[config.mk]
export PLATFORM = sky130hd
export DESIGN_NAME = srl_dly_bbl
export DESIGN_NICKNAME = d
export VERILOG_FILES = /design/src/rtl/srl_dly_bbl.sv
export SDC_FILE = /design/constraint.sdc
export NUM_CORES = 1
export LEC_CHECK = 0
export CAP_MARGIN = 20
export CORE_MARGIN = 1.5
export CORE_UTILIZATION = 56
export CTS_BUF_LIST = sky130_fd_sc_hd__clkbuf_16
export DETAILED_ROUTE_END_ITERATION = 8
export PLACE_DENSITY = 0.74
export RECOVER_POWER = 25
export SKIP_LAST_GASP = 1
export SYNTH_ARGS = -nofsm -noshare
export SYNTH_HDL_FRONTEND = slang
export SYNTH_SLANG_ARGS = --single-unit
[constraint.sdc]
create_clock -name clock -period 1.91 [get_ports clock]
set_input_delay 0.191 -clock clock [delete_from_list [all_inputs] [get_ports clock]]
set_output_delay 0.191 -clock clock [all_outputs]
set_load 0.02 [all_outputs]
[src/rtl/srl_dly_bbl.sv]
// Programmable-depth parallel delay line with flush, fill tracking and optional output register.
// Delay is counted in ce-qualified shifts: tap = sr[adr], i.e. the word written adr+1 shifts ago.
module srl_dly_bbl #(
  parameter int WIDTH = 19,
  parameter int ADRW  = 4,
  parameter int OREG  = 0
) (
  input  logic             clock,
  input  logic             reset_n,
  input  logic             ce,
  input  logic             flush,
  input  logic [ADRW-1:0]  adr,
  input  logic [WIDTH-1:0] d,
  output logic [WIDTH-1:0] q,
  output logic             q_valid,
  output logic [ADRW:0]    fill
);

  localparam int            DEPTH    = 2 ** ADRW;
  localparam logic [ADRW:0] FILL_MAX = (ADRW + 1)'(DEPTH);
  localparam logic [ADRW:0] FILL_ONE = (ADRW + 1)'(1);

  // Fabric flops rather than SRL primitives: every stage must clear on reset and flush.
  logic [WIDTH-1:0] sr [DEPTH];
  logic [WIDTH-1:0] tap;
  logic             tap_valid;

  always_ff @(posedge clock or negedge reset_n) begin
    if (!reset_n) begin
      for (int k = 0; k < DEPTH; k++) sr[k] <= '0;
      fill <= '0;
    end else if (flush) begin
      for (int k = 0; k < DEPTH; k++) sr[k] <= '0;
      fill <= '0;
    end else if (ce) begin
      sr[0] <= d;
      for (int k = 1; k < DEPTH; k++) sr[k] <= sr[k-1];
      if (fill != FILL_MAX) fill <= fill + FILL_ONE;
    end
  end

  // The tap holds real data once at least adr+1 shifts have landed since reset/flush.
  always_comb begin
    tap       = sr[adr];
    tap_valid = (fill > {1'b0, adr});
  end

  generate
    if (OREG != 0) begin : g_oreg
      always_ff @(posedge clock or negedge reset_n) begin
        if (!reset_n) begin
          q       <= '0;
          q_valid <= 1'b0;
        end else if (flush) begin
          q       <= '0;
          q_valid <= 1'b0;
        end else begin
          q       <= tap;
          q_valid <= tap_valid;
        end
      end
    end else begin : g_comb
      always_comb begin
        q       = tap;
        q_valid = tap_valid;
      end
    end
  endgenerate

endmodule

==> impl_metrics.sql <==
INSERT INTO impl_metrics (metric_group, metric, value, unit) VALUES
('run_status', 'outcome', 'complete, but fails checks', ''),
('run_status', 'failed_checks', 'negative setup slack', ''),
('yosys', 'syn-cell-area', '14800', 'sq um'),
('critical_path', 'timing.critical_path.fanout_max', '2', ''),
('cts', 'cts-buffers-inserted', '35', ''),
('layout', 'final_nets', '1483', ''),
('critical_path', 'worst_r2r_endpoint', 'fill[2]', ''),
('cts', 'clock_sink_count', '309', ''),
('flow_run', 'drv_cap', '0', ''),
('critical_path', 'category_of_the_worst_setup_path_capture_point', 'output pin', ''),
('grt', 'grt_overflow', '0', ''),
('layout', 'mostFrequentLayoutCells', '309 x dfrtp_1, 308 x nor2_1, 304 x mux2i_1', ''),
('timing', 'holdWs', '0.0625', 'ns'),
('route', 'detailedRoute.firstPassIterationCount', '5', ''),
('power', 'ir_worst_vdd', '738', 'uV'),
('min_path', 'min_to', 'sr[116]', ''),
('critical_path', 'reg2reg_from', 'fill[1]', ''),
('critical_path', 'setup.worst_path.start_class', 'flip-flop', ''),
('route', 'drcViolationCount', '0', ''),
('timing', 'final_critical_path_setup_slack', '-0.189', 'ns'),
('layout', 'syn_to_final_growth', '27.2', '%'),
('power', 'power.clock.fraction', '44.5', '%'),
('power', 'power.static_leakage', '9.73', 'nW'),
('cts', 'clk_root_buffer_cell', 'clkbuf_16', ''),
('critical_path', 'crit_path_max_incr_delay', '0.50', 'ns'),
('layout', 'final_area', '18800', 'sq um'),
('floorplanning', 'placeableCoreArea', '26000', 'sq um'),
('timing', 'fin_skew', '0.0178', 'ns'),
('timing', 'maxSlewViolCount', '0', ''),
('timing', 'setup_viol', '20', ''),
('route', 'drt_antenna_net_count', '0', ''),
('critical_path', 'worst_r2r_path_depth', '7', ''),
('place', 'post-dp-hpwl', '20700', 'microns'),
('timing', 'finalHoldViolCount', '0', ''),
('floorplanning', 'vert_die_dim', '166', 'microns'),
('critical_path', 'cp.arrival', '1.91', 'ns'),
('yosys', 'synth-seq-cells', '309', ''),
('layout', 'antenna_cells_inserted', '0', ''),
('timing', 'grt_setup_unrepaired', 'true', ''),
('place', 'place_congestion', '0.793', ''),
('cts', 'cts_max_path_buffers', '3', ''),
('timing', 'max_slew.worst_pin.slew', '1.38', 'ns'),
('power', 'total_power', '14.2', 'mW'),
('layout', 'final_layout_size_suffix_gt1_share', '30.8', '%'),
('cts', 'clk-insertion-delay-late', '0.51', 'ns'),
('critical_path', 'r2r_setup_slack', '0.37', 'ns'),
('layout', 'mostFrequentLayoutCell', 'dfrtp_1', ''),
('grt', 'antenna_found_initial', '0', ''),
('floorplanning', 'num_rows', '59', ''),
('route', 'routed_wl', '33200', 'microns'),
('critical_path', 'critPathKind', 'flip-flop to output pin', ''),
('yosys', 'yosys_warnings', '0', ''),
('cts', 'h-tree-depth', '2', ''),
('critical_path', 'timing.critical_path.slowest_stage_cell', 'mux4_2', ''),
('route', 'vias_per_cell', '5.70', ''),
('grt', 'first_pass_grt_wire_length', '54000', 'microns'),
('route', 'detail_route.wl_per_cell', '18.4', 'microns'),
('floorplanning', 'chipWidth', '166', 'microns'),
('yosys', 'synth_nets', '1213', ''),
('critical_path', 'critical_path_required', '1.72', 'ns'),
('yosys', 'syn-instance-count', '1180', ''),
('critical_path', 'crit_chain', 'mux4_2, a22oi_2, nand2_1, buf_6', ''),
('min_path', 'hp-start', 'flush', ''),
('grt', 'grtUsageTotal', '25.1', '%'),
('yosys', 'syn_avg_cell_area', '12.5', 'sq um'),
('power', 'internal_power', '10.9', 'mW'),
('cts', 'cts_tree', 'yes', ''),
('timing', 'minimum_clock_period', '2.10', 'ns'),
('critical_path', 'cp_top_family', 'multiplexers', ''),
('cts', 'worst_path_clk_slew', '0.06', 'ns'),
('timing', 'max_slew_margin', '8.05', '%');
## routing by layer
metal  share of wire [%]  track usage [%]  wire, microns
met1                  42             32.9          14000
met2                  52             43.7          17400
met3                 3.6             3.60           1180
met4                 1.9             7.02            641
met5                   0                0              0
## final cells by class
| class | instances | area, sq um |
|---|---|---|
| clock buffers | 37 | 926 |
| clock inverters | 23 | 150 |
| fillers | 1737 | 7170 |
| inverters | 6 | 22.5 |
| multi-input cells | 774 | 6730 |
| flip-flops and latches | 309 | 7730 |
| well taps | 335 | 419 |
| repair buffers | 324 | 2840 |
## repair_timing
item / 4_1_cts / 5_1_grt
hold buffers: 1 / 0
endpoints found under the hold margin: 99 / 0
setup endpoints to repair: 20 / 21
gates resized for setup: 161 / 14
pin swaps: 41 / 4
buffers inserted: 26 / 4
## power groups by stage
stage / sequential [mW] / clock, mW / combinational [mW]
floorplan: 6.76 / 0 / 0.658
global placement: 6.75 / 0 / 1.24
detailed placement: 6.75 / 0 / 1.26
CTS: 6.63 / 6.43 / 1.30
global route: 6.64 / 6.74 / 1.37
finish: 6.63 / 6.34 / 1.27
## flip-flops by register name, summed over array words and instances (netlist names)
register	flops
sr	304
fill	5
## metrics by stage
step	std cells	worst slack [ns]	TNS, ns
floorplan	1180	0.143	0
global placement	1717	-0.421	-7.00
detailed placement	1717	-0.428	-7.21
CTS	1804	-0.211	-2.45
global route	1808	-0.235	-3.21
finish	1808	-0.189	-2.07
## worst reg2reg max path: stages, from the launching register on
cell and delay (ns):
dfrtp_1 0.38, buf_4 0.16, inv_1 0.05, ha_1 0.13, nand4bb_1 0.10, a21oi_1 0.34
nor2b_1 0.09, o21a_1 0.18
## how the worst max path moves through the flow
stage | end | depth (start not counted) | startpoint
detailed placement | q[5] | 7 | adr[0]
finish | q[6] | 4 | sr[82]
global route | q[6] | 4 | sr[82]
CTS | q[5] | 4 | sr[5]
floorplan | q_valid | 8 | adr[1]
global placement | q[5] | 7 | adr[0]
## cell usage after synthesis
| master | instances | share of area [%] |
|---|---|---|
| nand4bb_1 | 1 | 0.076 |
| clkbuf_1 | 39 | 0.99 |
| buf_2 | 41 | 1.4 |
| dfrtp_1 | 309 | 52 |
| buf_6 | 2 | 0.15 |
| a31oi_1 | 1 | 0.042 |
| nor2_1 | 310 | 7.9 |
| ha_1 | 6 | 0.51 |
| o21a_1 | 1 | 0.051 |
| nand4_1 | 2 | 0.085 |
| nor2b_1 | 1 | 0.042 |
| o2111ai_1 | 1 | 0.059 |
| xor2_1 | 2 | 0.12 |
| a21oi_1 | 3 | 0.10 |
| mux2i_1 | 304 | 21 |
| nand2b_1 | 1 | 0.042 |
| mux4_2 | 52 | 7.9 |
| mux4_1 | 24 | 4.3 |
| inv_2 | 2 | 0.051 |
| o21ai_0 | 2 | 0.068 |
| buf_12 | 4 | 0.54 |
| a22oi_1 | 38 | 1.9 |
| inv_1 | 4 | 0.10 |
| nand2_1 | 23 | 0.58 |
| buf_1 | 5 | 0.13 |
| a21o_1 | 1 | 0.051 |
| or3_1 | 1 | 0.042 |
## cell families (layout without fill, tap and decap cells)
| family | Yosys count | in the layout | share of synthesized area (%) |
|---|---|---|---|
| AOI/OAI and AO/OA | 47 | 47 | 2.30 |
| xor gates and xnor gates | 2 | 2 | 0.118 |
| adders and majority gates | 6 | 6 | 0.507 |
| buffers and inverters | 97 | 390 | 3.35 |
| DFF | 309 | 309 | 52.3 |
| muxes | 380 | 380 | 32.7 |
| and+or+nand+nor | 339 | 339 | 8.73 |
Power figures use the tool's default switching activity.
